<file path="config.mk">
export PLATFORM = sky130hd
export DESIGN_NAME = rgb_to_hsv_stream_flat
export DESIGN_NICKNAME = d
export VERILOG_FILES = /design/src/rtl/rgb_to_hsv_stream_if.sv /design/src/rtl/rgb_to_hsv_stream.sv /design/src/flat_wrapper.sv
export SDC_FILE = /design/constraint.sdc
export NUM_CORES = 1
export LEC_CHECK = 0
export ABC_AREA = 0
export CAP_MARGIN = 20
export CORE_UTILIZATION = 48
export CTS_CLUSTER_DIAMETER = 200
export DETAILED_ROUTE_END_ITERATION = 8
export REMOVE_ABC_BUFFERS = 1
export SYNTH_ARGS = -nofsm -noshare
export SYNTH_HDL_FRONTEND = slang
export SYNTH_SLANG_ARGS = --single-unit
</file>
<file path="constraint.sdc">
create_clock -name clk -period 41 [get_ports clk]
set_clock_uncertainty 0.05 [all_clocks]
set_input_delay 6.15 -clock clk [delete_from_list [all_inputs] [get_ports clk]]
set_output_delay 6.15 -clock clk [all_outputs]
set_load 0.02 [all_outputs]
</file>
<file path="src/rtl/rgb_to_hsv_stream_if.sv">
`default_nettype none
// +----------------------------------------------------------------------------+
// | rgb_to_hsv_stream_if                                                       |
// | Streaming RGB-in / HSV-out bus with ready/valid handshakes and sideband.   |
// | Revision: 1.0                                                              |
// +----------------------------------------------------------------------------+
interface rgb_to_hsv_stream_if #(
  parameter int COLOUR_W    = 8,
  parameter int PIX_PER_CLK = 1,
  parameter int SB_W        = 2
);
  logic [3*COLOUR_W*PIX_PER_CLK-1:0]     rgb_in;
  logic [SB_W-1:0]                       sb_in;
  logic                                  valid_in;
  logic                                  ready_in;
  logic [(9+2*COLOUR_W)*PIX_PER_CLK-1:0] hsv_out;
  logic [SB_W-1:0]                       sb_out;
  logic                                  valid_out;
  logic                                  ready_out;

  modport master (
    output rgb_in, sb_in, valid_in, ready_out,
    input  ready_in, hsv_out, sb_out, valid_out
  );

  modport slave (
    input  rgb_in, sb_in, valid_in, ready_out,
    output ready_in, hsv_out, sb_out, valid_out
  );
endinterface
`default_nettype wire

</file>
<file path="src/rtl/rgb_to_hsv_stream.sv">
`default_nettype none
// +----------------------------------------------------------------------------+
// | rgb_to_hsv_stream                                                          |
// | 3-stage RGB->HSV converter, PIX_PER_CLK lanes, ready/valid with sideband.  |
// | Define RGB_HSV_ROUND_EN to round qh/qs to nearest instead of truncating.   |
// | Revision: 1.0                                                              |
// +----------------------------------------------------------------------------+
module rgb_to_hsv_stream #(
  parameter int COLOUR_W    = 8,
  parameter int PIX_PER_CLK = 1,
  parameter int SB_W        = 2
) (
  input wire clk,
  input wire rst,
  rgb_to_hsv_stream_if.slave bus
);

  localparam int c_in_px  = 3*COLOUR_W;
  localparam int c_out_px = 9 + 2*COLOUR_W;
  localparam int c_nh_w   = COLOUR_W + 7;
  localparam int c_ns_w   = 2*COLOUR_W + 1;
  localparam int c_full   = (1 << COLOUR_W) - 1;

  localparam logic [1:0] c_sel_r = 2'd0;
  localparam logic [1:0] c_sel_g = 2'd1;
  localparam logic [1:0] c_sel_b = 2'd2;

  logic            w_adv;
  logic            r_s1_vld, r_s2_vld, r_s3_vld;
  logic [SB_W-1:0] r_s1_sb, r_s2_sb, r_s3_sb;
  wire  [c_out_px*PIX_PER_CLK-1:0] w_hsv;

  // One global enable: the whole pipe stalls only when the output beat is held.
  assign w_adv        = bus.ready_out || !bus.valid_out;
  assign bus.ready_in = w_adv && !rst;

  always_ff @(posedge clk) begin
    if (rst) begin
      r_s1_vld <= 1'b0;
      r_s2_vld <= 1'b0;
      r_s3_vld <= 1'b0;
      r_s1_sb  <= '0;
      r_s2_sb  <= '0;
      r_s3_sb  <= '0;
    end else if (w_adv) begin
      r_s1_vld <= bus.valid_in;
      r_s2_vld <= r_s1_vld;
      r_s3_vld <= r_s2_vld;
      r_s1_sb  <= bus.sb_in;
      r_s2_sb  <= r_s1_sb;
      r_s3_sb  <= r_s2_sb;
    end
  end

  assign bus.valid_out = r_s3_vld;
  assign bus.sb_out    = r_s3_sb;
  assign bus.hsv_out   = w_hsv;

  for (genvar p = 0; p < PIX_PER_CLK; p++) begin : g_pix
    logic [COLOUR_W-1:0] w_r, w_g, w_b;
    logic [COLOUR_W-1:0] w_max, w_min, w_pos, w_neg;
    logic [1:0]          w_sel;

    logic [1:0]          r_s1_sel;
    logic [COLOUR_W-1:0] r_s1_max, r_s1_delta, r_s1_abs;
    logic                r_s1_neg;

    logic [c_nh_w-1:0]   w_h_num, w_h_bias;
    logic [c_ns_w-1:0]   w_s_num, w_s_bias;
    logic [6:0]          w_qh;
    logic [COLOUR_W-1:0] w_qs;

    logic [1:0]          r_s2_sel;
    logic [COLOUR_W-1:0] r_s2_max, r_s2_qs;
    logic [6:0]          r_s2_qh;
    logic                r_s2_neg;

    logic [9:0]          w_base, w_qh_ext, w_h;
    logic [c_out_px-1:0] r_s3_hsv;

    assign w_r = bus.rgb_in[p*c_in_px + 2*COLOUR_W +: COLOUR_W];
    assign w_g = bus.rgb_in[p*c_in_px + COLOUR_W   +: COLOUR_W];
    assign w_b = bus.rgb_in[p*c_in_px              +: COLOUR_W];

    // S1: max selection with R > G > B tie priority, then the signed hue term.
    always_comb begin
      w_sel = c_sel_r;
      w_max = w_r;
      if (w_r >= w_g && w_r >= w_b) begin
        w_sel = c_sel_r;
        w_max = w_r;
      end else if (w_g >= w_b) begin
        w_sel = c_sel_g;
        w_max = w_g;
      end else begin
        w_sel = c_sel_b;
        w_max = w_b;
      end
      w_min = w_r;
      if (w_g < w_min) w_min = w_g;
      if (w_b < w_min) w_min = w_b;
      case (w_sel)
        c_sel_g: begin w_pos = w_b; w_neg = w_r; end
        c_sel_b: begin w_pos = w_r; w_neg = w_g; end
        default: begin w_pos = w_g; w_neg = w_b; end
      endcase
    end

    always_ff @(posedge clk) begin
      if (rst) begin
        r_s1_sel   <= c_sel_r;
        r_s1_max   <= '0;
        r_s1_delta <= '0;
        r_s1_abs   <= '0;
        r_s1_neg   <= 1'b0;
      end else if (w_adv) begin
        r_s1_sel   <= w_sel;
        r_s1_max   <= w_max;
        r_s1_delta <= w_max - w_min;
        r_s1_neg   <= (w_pos < w_neg);
        r_s1_abs   <= (w_pos < w_neg) ? (w_neg - w_pos) : (w_pos - w_neg);
      end
    end

    // S2: the two divides; delta==0 also covers max==0 so no divide by zero is used.
    always_comb begin
`ifdef RGB_HSV_ROUND_EN
      w_h_bias = c_nh_w'(r_s1_delta >> 1);
      w_s_bias = c_ns_w'(r_s1_max >> 1);
`else
      w_h_bias = '0;
      w_s_bias = '0;
`endif
      w_h_num = c_nh_w'(r_s1_abs) * c_nh_w'(60) + w_h_bias;
      w_s_num = c_ns_w'(r_s1_delta) * c_ns_w'(c_full) + w_s_bias;
      if (r_s1_delta == '0) begin
        w_qh = '0;
        w_qs = '0;
      end else begin
        w_qh = 7'(w_h_num / c_nh_w'(r_s1_delta));
        w_qs = COLOUR_W'(w_s_num / c_ns_w'(r_s1_max));
      end
    end

    always_ff @(posedge clk) begin
      if (rst) begin
        r_s2_sel <= c_sel_r;
        r_s2_max <= '0;
        r_s2_qs  <= '0;
        r_s2_qh  <= '0;
        r_s2_neg <= 1'b0;
      end else if (w_adv) begin
        r_s2_sel <= r_s1_sel;
        r_s2_max <= r_s1_max;
        r_s2_qs  <= w_qs;
        r_s2_qh  <= w_qh;
        r_s2_neg <= r_s1_neg;
      end
    end

    // S3: sector offset, then wrap into 0..359.
    always_comb begin
      case (r_s2_sel)
        c_sel_g: w_base = 10'd120;
        c_sel_b: w_base = 10'd240;
        default: w_base = 10'd0;
      endcase
      w_qh_ext = {3'd0, r_s2_qh};
      if (!r_s2_neg)
        w_h = w_base + w_qh_ext;
      else if (w_qh_ext > w_base)
        w_h = w_base + 10'd360 - w_qh_ext;
      else
        w_h = w_base - w_qh_ext;
      if (w_h == 10'd360) w_h = 10'd0;
    end

    always_ff @(posedge clk) begin
      if (rst) begin
        r_s3_hsv <= '0;
      end else if (w_adv) begin
        r_s3_hsv <= {9'(w_h), r_s2_qs, r_s2_max};
      end
    end

    assign w_hsv[p*c_out_px +: c_out_px] = r_s3_hsv;
  end

endmodule
`default_nettype wire

</file>
<file path="src/flat_wrapper.sv">
// flat-port wrapper written by rule: the top's interface ports become plain ports
module rgb_to_hsv_stream_flat 
#(
  parameter int COLOUR_W    = 8,
  parameter int PIX_PER_CLK = 1,
  parameter int SB_W        = 2
)
  (clk, rst, bus_rgb_in, bus_sb_in, bus_valid_in, bus_ready_out, bus_ready_in, bus_hsv_out, bus_sb_out, bus_valid_out);
  rgb_to_hsv_stream_if #(.COLOUR_W(COLOUR_W), .PIX_PER_CLK(PIX_PER_CLK), .SB_W(SB_W)) bus_i ();
  input wire clk;
  input wire rst;
  input wire logic [$bits(bus_i.rgb_in)-1:0] bus_rgb_in;
  input wire logic [$bits(bus_i.sb_in)-1:0] bus_sb_in;
  input wire logic [$bits(bus_i.valid_in)-1:0] bus_valid_in;
  input wire logic [$bits(bus_i.ready_out)-1:0] bus_ready_out;
  output wire logic [$bits(bus_i.ready_in)-1:0] bus_ready_in;
  output wire logic [$bits(bus_i.hsv_out)-1:0] bus_hsv_out;
  output wire logic [$bits(bus_i.sb_out)-1:0] bus_sb_out;
  output wire logic [$bits(bus_i.valid_out)-1:0] bus_valid_out;
  assign bus_i.rgb_in = bus_rgb_in;
  assign bus_i.sb_in = bus_sb_in;
  assign bus_i.valid_in = bus_valid_in;
  assign bus_i.ready_out = bus_ready_out;
  assign bus_ready_in = bus_i.ready_in;
  assign bus_hsv_out = bus_i.hsv_out;
  assign bus_sb_out = bus_i.sb_out;
  assign bus_valid_out = bus_i.valid_out;
  rgb_to_hsv_stream #(.COLOUR_W(COLOUR_W), .PIX_PER_CLK(PIX_PER_CLK), .SB_W(SB_W)) u_core (.clk(clk), .rst(rst), .bus(bus_i));
endmodule
</file>
==> run metrics, run 1 <==
outcome complete, no violations; die height 203 µm; Mapped Area 19300 µm²; cts hold-fix bufs 0; CTS tree built; vias per cell 5.92; RR Endpoint u_core.g_pix[0].r_s2_qs[0]$_SDFFE_PP0N_; Main synth FF type dfxtp_1; htree depth 3; CP peak stage delay 0.62 ns; CTS root buffer clkbuf_16; crit-path most repeated cell o21a_1; Routed WL 52100 µm; flop2flop setup slack 3.44 ns; Longest Clk Path Bufs 2; CP Class flip-flop to flip-flop; max_cap viols 0; Clk pin slew, worst setup/hold paths 0.08 ns; final worst path period share 91.6%; DP Worst Slack 2.84 ns; register area share after synthesis 9.02%; commonest cells after routing, fill and taps aside ha_1 (330), nand2_1 (280), a21oi_1 (192), nor2_1 (192), inv_1 (172); worst endpoint data arrival time 37.75 ns; clk_lat worst skew 0.37 ns; Synth Register Bits 87; Port Buffer Count 58; fin nets 3016; cts bufs inserted 9; fin crit period 37.56 ns; Reg2Reg Launch Point u_core.g_pix[0].r_s1_delta[7]$_SDFFE_PP0N_; ratio of cells with drive above 1 in the final layout 6.74%; RSZ-0062 raised after global routing no; die boundary width 203 µm; Post-Syn Instances 2575; routability cong. 0.960; Routed Antenna Nets 0; Post-DP Area 20400 µm²; initial drt markers 1119; GRT Resource Usage Total 25.1%; Die Area 41000 µm²; Post-synth EDFFs 0; Synth Area per Inst 7.50 µm²; Hold EP u_core.bus.hsv_out[7]$_SDFFE_PP0N_; Synth Warn # 0; First-pass DRT Iterations 5; Final Hold Fails 0; Setup violations, final 0; CP endpoint kind flip-flop; leading cell type in the layout, fill and taps excluded ha_1; worst hold stages 2; Rows 73; Worst Tran Pin Value 1.08 ns; pin count of the biggest net entering global routing 66; vias post-DR 18600; crit-path max FO 18; worst setup margin 3.44 ns; CTS sink cnt 87; fmax 0.0266 GHz; WP data required 41.19 ns; Reg2Reg Depth 166; Initial Util 48.6%; tightest hold margin 0.405 ns; Worst Setup SP u_core.g_pix[0].r_s1_delta[7]$_SDFFE_PP0N_; worst hold path startpoint u_core.bus.hsv_out[7]$_SDFFE_PP0N_; GRT overflow 0; antenna violations before repair 0; Area Growth Syn to Fin 8.19%; worst hold path class flip-flop to flip-flop; Placeable Area 39700 µm²; CP max stage cell a311oi_1; DR WL/cell 16.6 µm; vias in the first global route 17400; global-route wire length before repair 86000 µm; worst relative slew slack 28.2%; CP Launch Type flip-flop; setup TNS 0 ns; post-detail-place hpwl 41500 µm; ANT cells 0; DRC violations left 0; Finished Cell Area 20900 µm²; Synth async-reset ratio 0%; final max-slew violation count 0; I/O pin total 59; Yosys cell types 109
synth_stat cells, types with 45 or more instances:
| master | number | area [µm²] |
|---|---|---|
| a21o_1 | 64 | 480 |
| a21oi_1 | 195 | 976 |
| clkbuf_1 | 45 | 169 |
| dfxtp_1 | 87 | 1740 |
| fa_1 | 48 | 961 |
| ha_1 | 330 | 4130 |
| inv_1 | 178 | 668 |
| mux2i_1 | 61 | 611 |
| nand2_1 | 280 | 1050 |
| nand2b_1 | 48 | 300 |
| nor2_1 | 194 | 728 |
| nor2b_1 | 48 | 300 |
| nor3_1 | 99 | 495 |
| o21a_1 | 108 | 811 |
| o21ai_0 | 167 | 836 |
| xnor2_1 | 61 | 534 |
per-stage QoR:
step	utilization [%]	instances
6_report	52.6	3138
5_1_grt	52.6	3138
4_1_cts	52.1	3121
3_5_place_dp	51.3	3105
3_3_place_gp	51.3	3105
2_1_floorplan	-	2508
final cells by class:
type | count | area, µm²
Clock buffer | 9 | 225
Clock inverter | 7 | 72.6
Fill cell | 3908 | 18800
Inverter | 180 | 701
Multi-Input combinational cell | 2241 | 16700
Sequential cell | 87 | 1740
Tap cell | 525 | 657
Timing Repair Buffer | 89 | 828
how the worst max path moves through the flow:
stage / to / slack [ns] / depth (start not counted)
6_report: u_core.g_pix[0].r_s2_qs[0]$_SDFFE_PP0N_ / 3.44 / 166
5_1_grt: u_core.g_pix[0].r_s2_qs[0]$_SDFFE_PP0N_ / 0.04 / 167
4_1_cts: u_core.g_pix[0].r_s2_qs[0]$_SDFFE_PP0N_ / 2.69 / 165
3_5_place_dp: u_core.g_pix[0].r_s2_qs[0]$_SDFFE_PP0N_ / 2.84 / 164
3_3_place_gp: u_core.g_pix[0].r_s2_qs[0]$_SDFFE_PP0N_ / 4.27 / 165
2_1_floorplan: u_core.g_pix[0].r_s2_qs[0]$_SDFFE_PP0N_ / 6.61 / 165
registers in the layout, indices dropped and copies added, names as in the netlist:
| register | count |
|---|---|
| u_core.g_pix.r_s2_max | 8 |
| u_core.bus.hsv_out | 25 |
| u_core.g_pix.r_s1_abs | 8 |
| u_core.g_pix.r_s1_neg | 1 |
| u_core.g_pix.r_s1_delta | 8 |
| u_core.g_pix.r_s2_qh | 7 |
| u_core.r_s2_sb | 2 |
| u_core.r_s1_sb | 2 |
| u_core.g_pix.r_s2_sel | 2 |
| u_core.r_s1_vld | 1 |
| u_core.g_pix.r_s2_qs | 8 |
| u_core.bus.valid_out | 1 |
| u_core.g_pix.r_s2_neg | 1 |
| u_core.g_pix.r_s1_sel | 2 |
| u_core.g_pix.r_s1_max | 8 |
| u_core.r_s2_vld | 1 |
| u_core.bus.sb_out | 2 |
cells by family after synthesis:
kind of cell,after synthesis,share of synthesized area (%)
xor gates and xnor gates,97,4.40
AOI/OAI and AO/OA,787,27.2
buffers and inverters,247,4.96
other,1,0.0194
adders and majority gates,379,26.4
DFF,87,9.02
muxes,109,6.00
and+or+nand+nor,868,22.0
worst max-delay path, delay by kind of cell, from the launching register on:
kind,cells,cell delay [ns]
compound gates,94,20.43
mux,3,0.81
simple gates,41,7.37
buf+inv,7,0.79
flops,1,0.55
fa+ha+maj,21,7.33
timing repair:
action	in CTS	in global routing
resized for setup	0	11
setup buffers	0	16
setup endpoints to repair	0	1
metal layers:
layer  GRT usage, %  wire [µm]  vias up
met4           5.34        918        0
met1           34.9      25500     8697
li1               -          -     9440
met3           2.73       2030       47
met2           41.7      23600      381
met5              0          0        -
Power of run 1 is left out: the tool's default activity adds up to more than one toggle a clock period on the data nets, which glitch-free logic cannot reach.
==> run 2, diff against run 1 <==
--- a/config.mk
+++ b/config.mk
@@ -7,10 +7,12 @@
 export LEC_CHECK = 0
 export ABC_AREA = 0
 export CAP_MARGIN = 20
+export CORE_ASPECT_RATIO = 1.25
 export CORE_UTILIZATION = 48
 export CTS_CLUSTER_DIAMETER = 200
 export DETAILED_ROUTE_END_ITERATION = 8
 export REMOVE_ABC_BUFFERS = 1
+export SKIP_CTS_REPAIR_TIMING = 1
 export SYNTH_ARGS = -nofsm -noshare
 export SYNTH_HDL_FRONTEND = slang
 export SYNTH_SLANG_ARGS = --single-unit
==> run 2 against run 1 <==
- critical path depth stayed put
- clock-buffer cell count did not move
- final area fell by 0.24%
- critical path type unchanged
==> run metrics, run 2 (synthesis gave the netlist of run 1 again) <==
outcome complete, no violations; Longest Clk Path Bufs 2 (unchanged); worst hold path class flip-flop to flip-flop; Placeable Area 39400 µm² (-0.77%); Setup violations, final 0 (unchanged); CP max stage cell fa_1; setup TNS 0 ns (unchanged); met2 Usage GRT 44.8% (+3.1 points); GRT Resource Usage Total 24.6% (-0.50 points); CP Class flip-flop to flip-flop; worst endpoint data arrival time 37.87 ns (+0.12 ns); Die Area 41000 µm² (about the same); Rows 81 (+11%); routability cong. 0.944 (-1.6%); CTS root buffer clkbuf_16; antenna violations before repair 0 (unchanged); vias per cell 5.99 (+1.3%); htree depth 3 (unchanged); Fillers 3844 (-1.6%); final worst path period share 91.9% (+0.30 points); vias post-DR 18600 (+0.38%); max_cap viols 0 (unchanged); post-detail-place hpwl 40900 µm (-1.5%); CP peak stage delay 0.65 ns (+0.03 ns); pin count of the biggest net entering global routing 69 (+4.5%); CP endpoint kind flip-flop; CP Launch Type flip-flop; fin crit period 37.68 ns (+0.121 ns); global-route wire length before repair 83800 µm (-2.5%); I/O pin total 59 (unchanged); Final Hold Fails 0 (unchanged); die height 226 µm (+12%); met3 Usage GRT 2.06% (-0.66 points); RSZ-0062 raised after global routing no; fmax 0.0265 GHz (-0.32%); worst relative slew slack 30.6% (+2.4 points); ratio of cells with drive above 1 in the final layout 6.66% (-0.071 points); WP data required 41.19 ns (about the same); Initial Util 49.0% (+0.38 points); crit-path max FO 18 (unchanged); GRT overflow 0 (unchanged); GRT Max-Usage Layer met2; Clk pin slew, worst setup/hold paths 0.06 ns (-0.02 ns); CTS sink cnt 87 (unchanged); ANT cells 0 (unchanged); vias in the first global route 17600 (+1.2%); Worst Tran Pin Value 1.04 ns (-0.0362 ns); commonest cells after routing, fill and taps aside ha_1 (330), nand2_1 (280), nor2_1 (192); crit-path most repeated cell o21a_1; Seq. cell area 1740 µm² (unchanged); initial drt markers 843 (-25%); Area Growth Syn to Fin 7.93%; routing usage on met1 30.8% (-4.1 points); DRC violations left 0 (unchanged); cts bufs inserted 9 (unchanged); fin nets 3014 (-0.066%); First-pass DRT Iterations 6 (+1); DR WL/cell 16.2 µm (-2.2%); clk_lat worst skew 0.37 ns (about the same); Port Buffer Count 58 (unchanged); Routed WL 50400 µm (-3.1%); die boundary width 181 µm (-10%); final max-slew violation count 0 (unchanged); area of the multi-input gates 16700 µm² (about the same); CTS tree built; Routed Antenna Nets 0 (unchanged); leading cell type in the layout, fill and taps excluded ha_1; max reg flops 25 (unchanged)
-- run 2: worst paths after layout --
kind | startpoint | endpoint | slack (ns) | depth (start not counted)
setup / recovery | u_core.g_pix[0].r_s1_delta[6]$_SDFFE_PP0N_ | u_core.g_pix[0].r_s2_qs[0]$_SDFFE_PP0N_ | 3.32 | 166
hold / removal | u_core.bus.hsv_out[1]$_SDFFE_PP0N_ | u_core.bus.hsv_out[1]$_SDFFE_PP0N_ | 0.40 | 2
setup reg to reg | u_core.g_pix[0].r_s1_delta[6]$_SDFFE_PP0N_ | u_core.g_pix[0].r_s2_qs[0]$_SDFFE_PP0N_ | 3.32 | 166
hold reg to reg | u_core.bus.hsv_out[1]$_SDFFE_PP0N_ | u_core.bus.hsv_out[1]$_SDFFE_PP0N_ | 0.40 | 2
-- run 2: per-layer routing --
metal  share of wire, %  wire length, µm
met3                2.3             1180
met5                  0                0
met1                 47            23600
met4                2.0              994
met2                 49            24700
-- run 2: worst max-delay path, delay by kind of cell, from the launching register on --
kind,cells,cell delay [ns]
compound gates,91,19.62
simple gates,44,8.10
flops,1,0.44
buf+inv,7,0.96
mux,3,0.84
fa+ha+maj,21,7.50
-- run 2: metrics by stage --
stage / hold slack [ns] / worst slack (ns) / std cells / util, % / area, µm²
detailed placement: 0.395 / 2.22 / 3077 / 51.6 / 20400
global placement: 0.389 / 3.75 / 3077 / 51.6 / 20400
finish: 0.399 / 3.32 / 3109 / 52.8 / 20800
global route: 0.415 / 0.00640 / 3109 / 52.8 / 20800
floorplan: 0.370 / 6.61 / 2508 / - / 19000
CTS: 0.403 / 2.17 / 3093 / 52.5 / 20700
-- run 2: cell type report --
| cell class | instances | share of cell area, % |
|---|---|---|
| repair buffers | 87 | 3.81 |
| inverters | 180 | 3.33 |
| clock inverters | 7 | 0.462 |
| multi-input cells | 2241 | 80.0 |
| clock buffers | 9 | 1.08 |
| well taps | 498 | 2.99 |
| flip-flops and latches | 87 | 8.36 |
Power of run 2 is left out for the same reason.
